**config.mk**
```make
export PLATFORM = sky130hd
export DESIGN_NAME = half_word_sequencer
export DESIGN_NICKNAME = d
export VERILOG_FILES = /design/src/rtl/half_word_sequencer.sv
export SDC_FILE = /design/constraint.sdc
export NUM_CORES = 1
export LEC_CHECK = 0
export ABC_AREA = 1
export CAP_MARGIN = 20
export CORE_AREA = 2 2 67 69
export CTS_BUF_LIST = sky130_fd_sc_hd__clkbuf_2
export DETAILED_ROUTE_END_ITERATION = 7
export DIE_AREA = 0 0 69 71
export GPL_TIMING_DRIVEN = 0
export PLACE_DENSITY = 0.75
export SETUP_SLACK_MARGIN = 0.1
export SLEW_MARGIN = 20
export SYNTH_ARGS = -nofsm -noshare
export SYNTH_HDL_FRONTEND = slang
export SYNTH_SLANG_ARGS = --single-unit
```
**constraint.sdc**
```tcl
create_clock -name clk -period 2.9 [get_ports clk]
set_clock_uncertainty 0.15 [all_clocks]
set_input_delay 0.87 -clock clk [delete_from_list [all_inputs] [get_ports clk]]
set_output_delay 0.87 -clock clk [all_outputs]
set_load 0.005 [all_outputs]
```
**src/rtl/half_word_sequencer.sv**
```systemverilog
// Splits 32-bit address words into an instruction half then an absolute half on a 16-bit stream.
// Optional HWS_STATS_EN adds a saturating completed-word counter on port word_count.
module half_word_sequencer #(
    parameter int HALF_W = 16
) (
    input  logic                clk,
    input  logic                rst_n,
    input  logic                flush,
    input  logic                in_valid,
    output logic                in_ready,
    input  logic [2*HALF_W-1:0] in_word,
    output logic                out_valid,
    input  logic                out_ready,
    output logic [HALF_W-1:0]   out_half,
    output logic                out_kind,
    output logic                out_last
`ifdef HWS_STATS_EN
    ,
    output logic [15:0]         word_count
`endif
);

    typedef enum logic [1:0] {IDLE, HI, LO} state_t;

    state_t              state, state_nxt;
    logic [2*HALF_W-1:0] word_q;
    logic                load;

    always_ff @(posedge clk or negedge rst_n) begin
        if (!rst_n) state <= IDLE;
        else        state <= state_nxt;
    end

    // in_ready is a function of state, out_ready and flush only, never in_valid.
    always_comb begin
        state_nxt = state;
        in_ready  = 1'b0;
        case (state)
            IDLE: begin
                in_ready = 1'b1;
                if (in_valid) state_nxt = HI;
            end
            HI: if (out_ready) state_nxt = LO;
            LO: begin
                in_ready = out_ready;
                if (out_ready) state_nxt = in_valid ? HI : IDLE;
            end
            default: state_nxt = IDLE;
        endcase
        if (flush) begin
            in_ready  = 1'b0;
            state_nxt = IDLE;
        end
        load = in_valid & in_ready;
    end

    always_ff @(posedge clk or negedge rst_n) begin
        if (!rst_n)     word_q <= '0;
        else if (flush) word_q <= '0;
        else if (load)  word_q <= in_word;
    end

    assign out_valid = (state == HI) || (state == LO);
    assign out_kind  = (state == LO);
    assign out_last  = (state == LO);

    always_comb begin
        out_half = '0;
        if (state == HI)      out_half = word_q[2*HALF_W-1:HALF_W];
        else if (state == LO) out_half = word_q[HALF_W-1:0];
    end

`ifdef HWS_STATS_EN
    logic [15:0] count_q;

    // A final-beat handshake counts even when it coincides with flush.
    always_ff @(posedge clk or negedge rst_n) begin
        if (!rst_n)
            count_q <= '0;
        else if (out_valid && out_ready && out_last && count_q != 16'hFFFF)
            count_q <= count_q + 16'd1;
    end

    assign word_count = count_q;
`endif

endmodule

```
==> impl_metrics.py <==
metrics = {
    "cts": {
        "clock_tree.buffer_depth": 2,
        "worstSkewPairLatency_ps": 380,
        "clock_tree.htree_level_count": 2,
        "clock_buffers_created_by_tritoncts": 5,
        "holdBufCountCts": 0,
        "root_buffer": "sky130_fd_sc_hd__clkbuf_2",
        "tritoncts_clock_tree": "yes",
        "cts_clock_pin_slew_for_the_worst_setup_and_hold_paths_ps": 170,
        "cts_num_sinks": 34,
    },
    "placement": {
        "gp_congestion": 0.804,
        "setup_ws_pre_cts_ps": -555,
        "detailedPlacementHpwl_um": 3200,
        "portBuffers": 55,
    },
    "yosys": {
        "ys_types": 17,
        "synth_top_family_by_area": "simple AND/OR/NAND/NOR gates",
        "synth_area_in_compound_gates": 0.0202,
        "synth_cells": 224,
        "mappedNetlistArea_mm2": 0.00179,
        "synth.ff_latch_count": 34,
        "synth-edff-count": 0,
        "synth-async-reset-ratio": 1.00,
        "synth_adder_area_share": 0.0349,
        "ys.warnings.count": 0,
        "top_flip_flop_cell_by_instance_count_after_synthesis": "sky130_fd_sc_hd__dfrtp_1",
        "synth-seq-area-share": 0.475,
        "mean_instance_size_in_the_synthesized_netlist_um2": 8.00,
        "synthSimpleGateAreaFrac": 0.394,
        "synth-xor-area-share": 0,
        "syn_nets": 266,
        "synth.mux.area_fraction": 0,
    },
    "cells_and_area": {
        "drive_above_1_share": 0.219,
        "syn_to_final_growth_pct": 48.2,
        "insertedDiodeCount": 0,
        "final_nets": 342,
    },
    "pwr": {
        "swShare": 0.381,
        "static_leakage_nw": 1.46,
        "powerDensity_mw_per_mm2": 653,
        "total_switching_power_mw": 0.661,
        "irDropWorstVdd_mv": 0.421,
        "p_comb_frac": 0.510,
        "pwr-share-seq": 0.363,
        "power_frac_clock": 0.127,
        "internal_power_mw": 1.07,
    },
    "route": {
        "ratio_of_routed_vias_to_standard_cells": 5.22,
        "top_layer": "met4",
        "met2RoutedLength_um": 2480,
        "finalWirelength_um": 4970,
        "drc": 0,
        "drt_initial_violations": 180,
        "detailroute.wirelength.met3_um": 341,
        "drt_first_pass_iters": 4,
        "route.vias.total": 1843,
        "ant_nets": 0,
        "wirelength_met1_um": 2140,
        "routedWlPerCell_um": 14.1,
    },
    "worst_setup_path": {
        "worstPathArrival_ps": 1700,
        "setup.worst_path.start_class": "flop",
        "crit_path_start": "state[0]",
        "crit_path_top_delay_cell": "sky130_fd_sc_hd__dfrtp_2",
        "cp_common_cell": "sky130_fd_sc_hd__buf_6",
        "required_arrival_time_at_the_worst_endpoint_ps": 1880,
        "timing.critical_path.to_type": "primary output",
        "worstSetupPathType": "flop to primary output",
        "r2r_start": "state[0]",
        "critical-path-max-stage-delay_ps": 470,
        "crit_path_cell_trace": "inv_2 -> buf_6 -> ha_4 -> nand3_4 -> a21oi_4 -> buf_6 -> buf_6",
        "worst-path-max-fanout": 5,
    },
    "global_routing": {
        "grt_antenna_before_repair": 0,
        "grt_max_degree": 34,
        "via_count_of_the_first_global_routing_pass": 1778,
        "overflow": 0,
        "global_route.usage.total": 0.208,
        "global_route_wire_length_before_repair_um": 8090,
    },
    "outcome": {
        "status": "finished clean",
    },
    "timing": {
        "hold_viol_final": 0,
        "time_the_worst_path_needs_with_i_o_delays_and_setup_ps": 2720,
        "max-slew-margin-rel": 0.697,
        "max_slew_violation_count": 0,
        "slew_of_the_pin_with_the_lowest_slew_margin_ps": 454,
        "timing.final.setup_violations": 0,
        "slack_of_the_critical_path_ps": 180,
        "final.period_utilization": 0.938,
        "clock.fmax_ghz": 0.368,
        "holdWs_ps": 103,
        "unrepaired_setup_endpoints_after_global_routing": "yes",
    },
    "floorplan": {
        "floorplan.io_pins": 57,
        "floorplan.die.width_um": 69,
        "die_area_mm2": 0.00490,
        "placement_rows": 24,
        "placeableCoreArea_mm2": 0.00420,
        "dieHeight_um": 71,
        "floorplan.initialDensity": 0.426,
    },
    "flow_run": {
        "max-cap-violations": 0,
    },
    "worst_hold_path": {
        "timing.hold.worst.class": "input pin to asynchronous set/reset pin",
    },
}
[power by group through the flow]
stage          clock, mW  combinational [mW]  sequential [mW]
2_1_floorplan          0               0.377            0.616
3_3_place_gp           0               0.620            0.630
3_5_place_dp           0               0.635            0.633
4_1_cts            0.221               0.816            0.621
5_1_grt            0.244               0.957            0.640
6_report           0.220               0.885            0.630
[cell usage in the layout (no fill, tap or decap), types with 3 or more instances in the layout]
master,count
sky130_fd_sc_hd__o21ai_0,3
sky130_fd_sc_hd__dlymetal6s2s_1,5
sky130_fd_sc_hd__nand2_1,72
sky130_fd_sc_hd__ha_4,4
sky130_fd_sc_hd__nand3_1,77
sky130_fd_sc_hd__dlygate4sd2_1,3
sky130_fd_sc_hd__clkdlybuf4s50_1,32
sky130_fd_sc_hd__buf_4,12
sky130_fd_sc_hd__inv_2,3
sky130_fd_sc_hd__buf_6,10
sky130_fd_sc_hd__nand3_2,4
sky130_fd_sc_hd__dfrtp_1,33
sky130_fd_sc_hd__buf_1,3
sky130_fd_sc_hd__buf_2,7
sky130_fd_sc_hd__clkbuf_2,16
[Yosys cell counts, types with 2 or more instances]
cell type	number	area, um^2
sky130_fd_sc_hd__buf_6	4	45.0
sky130_fd_sc_hd__buf_1	3	11.3
sky130_fd_sc_hd__buf_4	2	15.0
sky130_fd_sc_hd__ha_1	5	62.6
sky130_fd_sc_hd__buf_2	8	40.0
sky130_fd_sc_hd__nor2_1	2	7.51
sky130_fd_sc_hd__inv_1	4	15.0
sky130_fd_sc_hd__nand3_1	80	400
sky130_fd_sc_hd__dfrtp_1	34	851
sky130_fd_sc_hd__o21ai_0	3	15.0
sky130_fd_sc_hd__nand2_1	72	270
sky130_fd_sc_hd__clkbuf_1	2	7.51
[worst max-delay path: cells and delay by family (launching register included)]
| family | cells | cell delay [ps] |
|---|---|---|
| simple gates | 1 | 80 |
| buf+inv | 4 | 420 |
| compound gates | 1 | 190 |
| fa+ha+maj | 1 | 160 |
| flops | 1 | 470 |
[state kept, by name (all words and copies together), names as in the netlist]
register and count:
state 2, word_q 32
[logic make-up after synthesis]
family / after synthesis
compound gates: 5
fa+ha+maj: 5
buf+inv: 24
flops: 34
simple gates: 156
[metrics by stage]
stage	cells	util	cell area (um^2)	TNS [ps]	power, mW
after floorplan	224	-	1790	0	0.993
after global placement	331	0.573	2410	-674	1.25
after detailed placement	332	0.576	2420	-1050	1.27
after CTS	351	0.622	2620	-366	1.66
after global routing	353	0.632	2660	0	1.84
final	353	0.632	2660	0	1.74
[layer usage]
| layer | global-route usage | vias up |
|---|---|---|
| met5 | 0 | - |
| met4 | 0.0719 | 0 |
| met3 | 0.0556 | 2 |
| met1 | 0.274 | 878 |
| li1 | - | 896 |
| met2 | 0.333 | 67 |
[cell type report]
type | instances | area (um^2)
Inverter | 5 | 28.8
Tap cell | 52 | 65.1
Sequential cell | 34 | 852
Multi-Input combinational cell | 166 | 870
Clock buffer | 6 | 30.0
Timing Repair Buffer | 69 | 636
Buffer | 19 | 168
Fill cell | 379 | 1550
Clock inverter | 2 | 8.76
[final timing paths]
| kind | end | cells past startpoint | slack (ps) |
|---|---|---|---|
| worst min-delay path | word_q[30] | 1 | 100 |
| worst max register to register | word_q[21] | 9 | 1090 |
| worst max-delay path | in_ready | 7 | 180 |
| max in group asynchronous | state[0] | 2 | 2140 |
| worst min register to register | word_q[17] | 2 | 380 |
| min in group clk | word_q[17] | 2 | 380 |
[repair_timing]
item                                    CTS  global route
gates cloned                              1             0
pin swaps                                 2             3
resized for setup                        45            40
endpoints found under the setup margin   19            18
buffers inserted                         10             2
(Power assumes the default switching activity.)
